$ cat config.mk
export PLATFORM = sky130hd
export DESIGN_NAME = popcount_stream_neuron
export DESIGN_NICKNAME = d
export VERILOG_FILES = /design/src/rtl/popcount_stream_neuron.sv
export SDC_FILE = /design/constraint.sdc
export NUM_CORES = 1
export LEC_CHECK = 0
export CORE_MARGIN = 2
export CORE_UTILIZATION = 50
export CTS_CLUSTER_DIAMETER = 150
export DETAILED_ROUTE_END_ITERATION = 7
export PLACE_DENSITY = 0.79
export REMOVE_ABC_BUFFERS = 1
export SETUP_SLACK_MARGIN = 0.5
export SLEW_MARGIN = 20
export SYNTH_ARGS = -nofsm -noshare
export SYNTH_HDL_FRONTEND = slang
export SYNTH_SLANG_ARGS = --single-unit
export TNS_END_PERCENT = 100
$ cat constraint.sdc
create_clock -name clk -period 7.66 [get_ports clk]
set_input_delay 0.766 -clock clk [delete_from_list [all_inputs] [get_ports clk]]
set_output_delay 0.766 -clock clk [all_outputs]
set_load 0.05 [all_outputs]
$ cat src/rtl/popcount_stream_neuron.sv
// Ternary neuron core: accumulates popcount(pos)-popcount(neg) over BEATS beats,
// then presents the signed sum and a fire flag (sum >= threshold latched on the first beat).
//
// Handshake: a beat transfers on a rising edge where in_valid & in_ready are both 1;
// a result transfers on a rising edge where out_valid & out_ready are both 1. A producer
// holds its valid and data stable until the transfer; the consumer's ready never
// depends on the producer's valid.
module popcount_stream_neuron #(
   parameter int IN_W  = 24,
   parameter int BEATS = 4,
   parameter int ACC_W = $clog2(IN_W*BEATS+1)+1
) (
   input  logic                    clk,
   input  logic                    rst,
   input  logic signed [ACC_W-1:0] cfg_threshold,
   input  logic                    in_valid,
   output logic                    in_ready,
   input  logic [IN_W-1:0]         in_pos,
   input  logic [IN_W-1:0]         in_neg,
   output logic                    out_valid,
   input  logic                    out_ready,
   output logic signed [ACC_W-1:0] out_sum,
   output logic                    out_fire,
   output logic                    busy,
   output logic [1:0]              dbg_state
);

   localparam int CNT_W = $clog2(IN_W+1);
   localparam int D_W   = CNT_W + 1;
   localparam int BC_W  = (BEATS > 1) ? $clog2(BEATS) : 1;

   typedef enum logic [1:0] {
      ACCUM = 2'd0,
      DRAIN = 2'd1,
      DONE  = 2'd2
   } state_t;

   state_t state, state_next;

   logic [BC_W-1:0]         beat_cnt;
   logic                    accept;
   logic                    is_first;
   logic                    is_last;
   logic [CNT_W-1:0]        pc_pos;
   logic [CNT_W-1:0]        pc_neg;
   logic signed [D_W-1:0]   d_next;

   logic signed [D_W-1:0]   d_q;
   logic                    first_q;
   logic                    last_q;
   logic                    s1_valid;

   logic signed [ACC_W-1:0] acc;
   logic signed [ACC_W-1:0] acc_next;
   logic signed [ACC_W-1:0] thr_q;

   function automatic logic [CNT_W-1:0] popcount(input logic [IN_W-1:0] v);
      logic [CNT_W-1:0] c;
      c = '0;
      for (int i = 0; i < IN_W; i++) begin
         c = c + CNT_W'(v[i]);
      end
      return c;
   endfunction

   assign in_ready  = (state == ACCUM) && !rst;
   assign accept    = in_valid && in_ready;
   assign is_first  = (beat_cnt == '0);
   assign is_last   = (beat_cnt == BC_W'(BEATS-1));
   assign out_valid = (state == DONE);
   assign busy      = !((state == ACCUM) && (beat_cnt == '0));
   assign dbg_state = state;

   // A bit set in both masks counts once on each side and cancels out.
   assign pc_pos = popcount(in_pos);
   assign pc_neg = popcount(in_neg);
   assign d_next = signed'({1'b0, pc_pos}) - signed'({1'b0, pc_neg});

   assign acc_next = (first_q ? ACC_W'(0) : acc) + ACC_W'(d_q);

   always_comb begin
      state_next = state;
      case (state)
         ACCUM: if (accept && is_last) state_next = DRAIN;
         DRAIN: if (s1_valid && last_q) state_next = DONE;
         DONE:  if (out_ready)          state_next = ACCUM;
         default:                       state_next = ACCUM;
      endcase
   end

   always_ff @(posedge clk) begin
      if (rst) begin
         state <= ACCUM;
      end else begin
         state <= state_next;
      end
   end

   always_ff @(posedge clk) begin
      if (rst) begin
         beat_cnt <= '0;
         thr_q    <= '0;
      end else if (accept) begin
         beat_cnt <= is_last ? '0 : beat_cnt + BC_W'(1);
         if (is_first) thr_q <= cfg_threshold;
      end
   end

   // Stage 1: per-beat signed difference with its position flags.
   always_ff @(posedge clk) begin
      if (rst) begin
         d_q      <= '0;
         first_q  <= 1'b0;
         last_q   <= 1'b0;
         s1_valid <= 1'b0;
      end else begin
         s1_valid <= accept;
         if (accept) begin
            d_q     <= d_next;
            first_q <= is_first;
            last_q  <= is_last;
         end
      end
   end

   // Stage 2: accumulate; the last beat's sum is captured straight into the outputs.
   always_ff @(posedge clk) begin
      if (rst) begin
         acc      <= '0;
         out_sum  <= '0;
         out_fire <= 1'b0;
      end else begin
         if (s1_valid) acc <= acc_next;
         if (state == DRAIN && s1_valid && last_q) begin
            out_sum  <= acc_next;
            out_fire <= (acc_next >= thr_q);
         end
      end
   end

endmodule

# == Word-level counts from Yosys, hierarchy flattened ==
# Cells that the tools add are included.
# op_classes
addsub,49
order_cmp,1
eq_ne,6
mux,6
reduce_logical,13
# op_table
op,count
$add 5x1->5,38
$add 4x1->5,2
$add 3x1->4,2
$add 8x6->8,1
$ge 8x8->1,1
$mux 2,4
$mux 8,1
$logic_and 1x1->1,7
$add 2x1->3,2
$pmux 2 s3,1
$sub 5x5->6,1
$add 1x1->2,2
$eq 2x2->1 const B,2
$logic_not 2->1,2
$ne 2x1->1 const B,2
$reduce_and 3->1,1
$add 2x1->2 const B,1
$eq 2x1->1 const B,1
$logic_not 1->1,2
$ne 2x2->1 const B,1
$reduce_and 2->1,1
# totals
reg_bits,38
inputBits,60
output_inout_bits,14
elab_cells,85

# == Longest topological paths before layout ==
# Gate-level depths: netlist of run 1.
# logic_depth
depth_word,24
ltp_mapped,19
mapped_depth_nobuf,19

# == Worst setup path after synthesis of run 1 ==
# OpenSTA, ideal clock, no wires.
# synth_timing
path_type,in2reg
startpoint,in in_neg[1]
endpoint,reg d_q[4]
arrival_time_ns,5.450
required_ns,7.533
setup_slack_ns,2.084
cell_stages,16
cell_sequence,inv_1 > fa_1 > inv_1 > fa_1 > fa_1 > inv_1 > fa_1 > fa_1 > fa_1 > fa_1 > ha_1 > fa_1 > a21o_1 > a21oi_1 > xor2_1 > o21ai_0
# synth_via
elab_chain_cells,24
# synth_rtl
element,line_no,text
"start, declared",19,"input logic [IN_W-1:0] in_neg,"
$add 1x1->2,61,c = c + CNT_W'(v[i]);
$add 2x1->3,61,
$add 3x1->4,61,
$add 4x1->5,61,
$add 5x1->5 (19 in a row),61,
$sub 5x5->6,77,"assign d_next = signed'({1'b0, pc_pos}) - signed'({1'b0, pc_neg});"
"end signal, assigned",119,d_q <= d_next;
"end, declared",48,logic signed [D_W-1:0] d_q;
# No other way between the ends.
# A chain may end at the register's enable or synchronous reset.

# == Final worst setup path of run 1 ==
# Ends and elaborated chain as after synthesis.

==> results of run 1 <==
state kept, by name (all words and copies together) (netlist names):
signal	flops
out_fire	1
s1_valid	1
first_q	1
last_q	1
out_sum	8
acc	8
thr_q	8
beat_cnt	2
dbg_state	2
d_q	6
logic make-up after synthesis:
logic type,count (synthesis),share of synthesized area
fa+ha+maj,67,0.346
xor+xnor,6,0.0160
mux,2,0.00609
buf+inv,104,0.121
compound gates,62,0.124
simple gates,101,0.155
flops,38,0.231
per-stage QoR:
stage / instances / power [mW] / area, um^2 / util
floorplan: 370 / 1.25 / 3240 / -
global placement: 521 / 1.47 / 4080 / 0.642
detailed placement: 521 / 1.52 / 4080 / 0.642
CTS: 529 / 1.67 / 4170 / 0.657
global route: 529 / 1.87 / 4170 / 0.657
finish: 529 / 1.64 / 4170 / 0.657
routing by layer:
metal / track usage / vias up
met5: 0 / -
met4: 0.0418 / 0
met3: 0.0282 / 8
met2: 0.337 / 50
met1: 0.248 / 1278
li1: - / 1347
power breakdown:
group          total [mW]  internal [mW]  switching (mW)
Sequential          0.241          0.223          0.0186
Clock               0.144         0.0727          0.0717
Combinational        1.26          0.591           0.667
synthesized netlist by cell type, types with 4 or more instances:
master    instances  area, um^2
nor2_1           17        63.8
xnor2_1           5        43.8
dfxtp_1          38         761
a21o_1            4        30.0
o31ai_1           4        30.0
ha_1             27         338
nand2b_1          4        25.0
o21ai_0           8        40.0
nand3_1          16        80.1
a21oi_1          22         110
inv_1            93         349
nand2_1          34         128
a211oi_1          7        52.6
fa_1             40         801
clkbuf_1          5        18.8
and3_1            4        25.0
a31o_1            4        35.0
nor2b_1           9        56.3
cell type report:
class,instances,share of cell area
clock inverter,1,0.00120
multi-input combinational,238,0.511
clock buffer,7,0.0207
timing repair buffer,74,0.177
tap,77,0.0231
inverter,94,0.0846
sequential,38,0.182
worst min path at each step:
stage	end	slack, ns	startpoint	cells after the start
after floorplan	thr_q[1]	0.43	thr_q[1]	2
after global placement	thr_q[5]	0.45	thr_q[5]	2
after detailed placement	thr_q[5]	0.45	thr_q[5]	2
after CTS	thr_q[5]	0.46	thr_q[5]	2
after global routing	thr_q[5]	0.48	thr_q[5]	2
final	thr_q[1]	0.46	thr_q[1]	2
cell usage in the layout (no fill, tap or decap), types with 2 or more instances in the layout:
master and count:
a21oi_1 22, nand2_1 34, o31ai_1 4, a31o_1 4
or2_1 2, o211ai_1 2, clkbuf_8 6, clkdlybuf4s50_1 73
a311o_1 2, fa_1 40, xnor2_1 5, nand3_1 16
and3_1 4, nor2_1 17, dfxtp_1 38, a21o_1 4
mux2i_1 2, ha_1 27, o21ai_0 8, a211o_1 3
and4_1 2, and2_1 3, nand2b_1 4, inv_1 93
nor2b_1 9, a211oi_1 7, nor4b_1 2
worst reg2reg max path, cell delays in order, from the launching register on:
cell and delay [ns]:
dfxtp_1 0.55, nor2b_1 0.09, ha_1 0.24, fa_1 0.46, a211oi_1 0.34, nor4b_1 0.10
a311o_1 0.40, ha_1 0.34, nand3_1 0.12, nor3_1 0.28, o31ai_1 0.11, a31oi_1 0.14
==> results by group, run 1 <==
Outcome
  • Outcome: finished clean

STA
  • Setup Total Neg Slack: 0 ns
  • Maximum clock frequency: 0.171 GHz
  • Period utilisation layout: 0.765
  • Hold WS: 0.460 ns
  • Hold Violations, Final: 0
  • Final-report max-slew violation count: 0
  • Worst slew margin relative to its limit: 0.629
  • Final number of setup-violating endpoints: 0
  • Least setup slack across all paths after layout: 1.80 ns
  • Time the final worst path needs with I/O delays and setup: 5.86 ns
  • Clock skew: 0.00942 ns
  • Unrepaired setup endpoints after global routing: no
  • Slew @ Worst Pin: 0.556 ns

Route
  • Detailed-route wire length on metal 1: 2890 um
  • First-pass iteration count of the detailed router: 4
  • Average wire length per cell after detail routing: 12.4 um
  • DRC marker count from the first detailed-route iteration: 120
  • Routed met3 length: 189 um
  • Via total after detailed routing: 2683
  • Remaining antenna violation count after routing: 0
  • Highest metal layer with signal wires: met4
  • Sum of routed wire length over all layers: 6570 um
  • DRC violations left: 0
  • Met2 routed wirelength: 3430 um
  • Routed via count divided by cell count: 5.07

GRT
  • First-pass GRT wire length: 11400 um
  • Global routing usage summed across all routing layers: 0.191
  • Number of global-route vias before repair: 2682
  • Number of antenna violations at the first check in global routing: 0
  • Congestion Overflow GR: 0
  • Largest net degree at the start of global routing: 29

Critical path
  • Minimum setup slack among reg-to-reg paths: 4.42 ns
  • Worst endpoint required time: 7.84 ns
  • Gate family responsible for the most delay along the worst path: adder cells
  • Crit-path max FO: 2
  • Worst setup endpoint: d_q[4]
  • Kind of capture point of the worst setup path: flop
  • Max stage delay cell, worst path: fa_1
  • Number of cells on the worst reg-to-reg path: 11
  • CP most frequent cell: fa_1
  • Maximum single-stage delay on the critical path: 0.55 ns
  • Origin of the worst setup path: in_neg[1]
  • Worst setup path category: primary input to flop
  • Launching element type of the critical path: primary input
  • Crit path cell chain: clkdlybuf4s50_1 > inv_1 > fa_1 > inv_1 > fa_1 > fa_1 > inv_1 > fa_1 > fa_1 > fa_1 > fa_1 > ha_1 > fa_1 > a21o_1 > a21oi_1 > xor2_1 > o21ai_0
  • RR Endpoint: out_fire
  • Total stage count of the critical path: 17
  • CP arrival: 6.04 ns
  • Worst flop-to-flop path startpoint: first_q
  • Combined buffer and inverter count along the critical path: 4

Job
  • Number of violations of the max-capacitance limit: 0

Logic synthesis
  • Number of cells produced by synthesis: 380
  • Async SR Flop Fraction: 0
  • Part of the Yosys area used for sequential elements: 0.231
  • Mapped Avg Cell Area: 8.65 um^2
  • Yosys warnings: 0
  • Library cells used by synthesis: 45
  • EDFF count, synth: 0
  • Cell Area, Synth: 3290 um^2
  • Dominant synthesized flop cell: dfxtp_1
  • Register bit count reported by yosys: 38

Placed design
  • Number of input and output port buffers inserted: 73
  • Post-DP HPWL: 5520 um
  • Post-Place Worst Slack: 1.43 ns
  • Final weighted congestion in routability-driven placement: 0.876

Floorplan
  • Number of top-level design ports: 74
  • Effective utilization at floorplan: 0.518
  • Horizontal die dimension: 85.1 um
  • Die Outline Area: 7240 um^2
  • Number of rows created at floorplan: 29
  • Placeable Area: 6350 um^2
  • Chip Height: 85.1 um

CTS
  • Num CTS Buffers: 5
  • Number of cells upsized or downsized after cts: 0
  • H-tree depth: 2
  • Max clock buf depth: 2
  • CTS tree: built
  • CTS clock-pin slew for the worst setup and hold paths: 0.08 ns
  • Count of buffers added by post-CTS timing repair for setup: 0
  • Root Buffer Master: clkbuf_8
  • Post-cts hold buffer count: 0
  • Total clock sinks: 38
  • Insertion delay of the later-clocked pin in the worst-skew pair: 0.29 ns

Power
  • Largest vdd supply drop: 0.464 mV
  • Static leakage power: 1.96 nW
  • Power per cell area: 394 nW/um^2

Cells and area
  • Area of the multi-input gates: 2130 um^2
  • Antenna Cells: 0
  • Area Growth Syn to Fin: 26.8%
  • Share of cells above drive strength 1: 0.0265
  • Number of fillers in the final layout: 526
  • Number of nets in the final layout: 578
  • Storage element area: 761 um^2

Min path
  • Tightest Hold Check Type: flop to flop
(Power assumes the default switching activity.)
==> run 2, diff against run 1 <==
--- a/config.mk
+++ b/config.mk
@@ -6,10 +6,10 @@
 export NUM_CORES = 1
 export LEC_CHECK = 0
 export CORE_MARGIN = 2
-export CORE_UTILIZATION = 50
+export CORE_UTILIZATION = 47
 export CTS_CLUSTER_DIAMETER = 150
 export DETAILED_ROUTE_END_ITERATION = 7
-export PLACE_DENSITY = 0.79
+export PLACE_DENSITY = 0.78
 export REMOVE_ABC_BUFFERS = 1
 export SETUP_SLACK_MARGIN = 0.5
 export SLEW_MARGIN = 20
==> constraint.sdc (replaced) <==
create_clock -name clk -period 5.3 [get_ports clk]
set_input_delay 0.53 -clock clk [delete_from_list [all_inputs] [get_ports clk]]
set_output_delay 0.53 -clock clk [all_outputs]
set_load 0.05 [all_outputs]
==> results by group, run 2 (synthesis gave the netlist of run 1 again) <==
GRT
  • Congestion Overflow GR: 0 (unchanged)
  • Global routing usage summed across all routing layers: 0.187 (-0.00422)
  • Number of antenna violations at the first check in global routing: 0 (unchanged)
  • Most used routing layer: met2
  • Largest net degree at the start of global routing: 29 (unchanged)
  • Met2 Usage GRT: 0.335 (-0.00265)
  • Number of global-route vias before repair: 2766 (+3.1%)
  • First-pass GRT wire length: 11600 um (+1.6%)
  • Global Route met1 Usage: 0.232 (-0.0156)
  • GR met3 Demand/Resource: 0.0311 (+0.00289)

Cells and area
  • Fin cells: 550 (+4.0%)
  • Commonest non-fill, non-tap cells in the layout: inv_1, clkdlybuf4s50_1, dfxtp_1
  • Area Growth Syn to Fin: 26.6%
  • Fin util: 0.613 (-0.0440)
  • Share of cells above drive strength 1: 0.132 (+0.106)
  • Biggest registers after layout: acc (8), out_sum (8), thr_q (8)
  • Antenna Cells: 0 (unchanged)
  • Most common library cell in the layout ignoring fill and taps: inv_1
  • Number of nets in the final layout: 580 (+0.35%)
  • Number of fillers in the final layout: 615 (+17%)

Power
  • Static leakage power: 1.96 nW (-0.14%)
  • Largest vdd supply drop: 0.663 mV (+43%)
  • Power per cell area: 661 nW/um^2 (+68%)
  • Overall power consumption: 2.75 mW (+67%)

STA
  • Hold Violations, Final: 0 (unchanged)
  • Final-report max-slew violation count: 0 (unchanged)
  • Time the final worst path needs with I/O delays and setup: 5.21 ns
  • Period utilisation layout: 0.983
  • Worst slew margin relative to its limit: 0.633 (+0.00341)
  • Maximum clock frequency: 0.192 GHz
  • Final number of setup-violating endpoints: 0 (unchanged)
  • Unrepaired setup endpoints after global routing: yes
  • Slew @ Worst Pin: 0.550 ns (-0.00511 ns)
  • Clock skew: 0.0107 ns (+0.00131 ns)
  • Setup Total Neg Slack: 0 ns (unchanged)

Route
  • Average wire length per cell after detail routing: 12.3 um (-1.3%)
  • DRC marker count from the first detailed-route iteration: 54 (-55%)
  • Sum of routed wire length over all layers: 6740 um (+2.6%)
  • Routed via count divided by cell count: 4.83 (-4.7%)
  • Via total after detailed routing: 2659 (-0.89%)
  • First-pass iteration count of the detailed router: 4 (unchanged)
  • Remaining antenna violation count after routing: 0 (unchanged)
  • DRC violations left: 0 (unchanged)

CTS
  • Max clock buf depth: 2 (unchanged)
  • Total clock sinks: 38 (unchanged)
  • Insertion delay of the later-clocked pin in the worst-skew pair: 0.30 ns (about the same)
  • Num CTS Buffers: 5 (unchanged)
  • CTS tree: built
  • H-tree depth: 2 (unchanged)
  • CTS clock-pin slew for the worst setup and hold paths: 0.07 ns (about the same)
  • Root Buffer Master: clkbuf_8

Job
  • Number of violations of the max-capacitance limit: 0 (unchanged)

Critical path
  • Minimum setup slack among reg-to-reg paths: 2.14 ns (-2.28 ns)
  • CP arrival: 5.39 ns (-0.65 ns)
  • Kind of capture point of the worst setup path: flop
  • Worst setup path category: primary input to flop
  • Launching element type of the critical path: primary input
  • Worst endpoint required time: 5.47 ns (-2.37 ns)
  • Crit-path max FO: 2 (unchanged)

Floorplan
  • Chip Height: 87.6 um (+3.0%)
  • Die Outline Area: 7680 um^2 (+6.1%)
  • Placeable Area: 6790 um^2 (+7.0%)
  • Effective utilization at floorplan: 0.484 (-0.0339)
  • Number of top-level design ports: 74 (unchanged)
  • Number of rows created at floorplan: 30 (+3.4%)
  • Horizontal die dimension: 87.6 um (+3.0%)

Placed design
  • Final weighted congestion in routability-driven placement: 0.865 (-1.3%)
  • Post-DP HPWL: 5580 um (+1.1%)
  • Number of cells after detailed placement: 542 (+4.0%)
  • Number of input and output port buffers inserted: 73 (unchanged)

Outcome
  • Outcome: finished clean

Min path
  • Tightest Hold Check Type: flop to flop
[run 2: cell types whose count changed in the layout (fill, tap and decap cells not counted), sizes merged]
cell / previous run / this run
buf: 1 / 19
clkbuf: 7 / 10
clkdlybuf4s15: 0 / 4
clkdlybuf4s50: 73 / 49
dlygate4sd2: 0 / 1
[run 2: through the flow]
step / hold WS [ns] / setup WS (ns) / cell area [um^2]
floorplan: 0.430 / -0.0401 / 3240
global placement: 0.447 / -0.591 / 4120
detailed placement: 0.454 / -0.676 / 4120
CTS: 0.464 / 0.125 / 4150
global route: 0.483 / -0.0789 / 4160
finish: 0.459 / 0.0886 / 4160
[run 2: worst paths after layout]
kind | startpoint | end | cells past startpoint
hold / removal | thr_q[1] | thr_q[1] | 2
setup / recovery | in_pos[1] | d_q[4] | 16
setup reg to reg | first_q | out_fire | 11
hold reg to reg | thr_q[1] | thr_q[1] | 2
[run 2: power breakdown]
part | switching (mW) | internal (mW) | total (mW)
logic | 1.13 | 1.07 | 2.19
registers | 0.0277 | 0.322 | 0.350
clock network | 0.103 | 0.105 | 0.208
total | 1.26 | 1.50 | 2.75
[run 2: worst max-delay path, stage by stage]
cell and delay (ns):
buf_2 0.11, fa_1 0.55, inv_2 0.05, fa_1 0.52, inv_2 0.04, fa_2 0.54, fa_1 0.43, fa_1 0.48
fa_2 0.58, fa_1 0.42, ha_2 0.22, fa_2 0.36, a21o_1 0.19, a21oi_2 0.15, xor2_1 0.15, o21ai_1 0.07
[run 2: cell type report]
type | count | area (um^2) | area share
clock buffer | 7 | 86.3 | 0.0207
clock inverter | 1 | 5.00 | 0.00120
inverter | 94 | 353 | 0.0848
multi-input combinational | 238 | 2170 | 0.522
sequential | 38 | 761 | 0.183
tap | 96 | 120 | 0.0289
timing repair buffer | 76 | 663 | 0.159
[run 2: metal layers]
layer  wire length (um)  vias up
li1                   -     1347
met1               2890     1255
met2               3550       44
met3                213       13
met4                 89        0
met5                  0        -
[run 2: timing repair]
action,4_1_cts,5_1_grt
resized for setup,95,13
pin swaps,36,5
endpoints found under the setup margin,6,5
hold endpoints to repair,0,0
hold buffers,0,0
buffers inserted,0,0
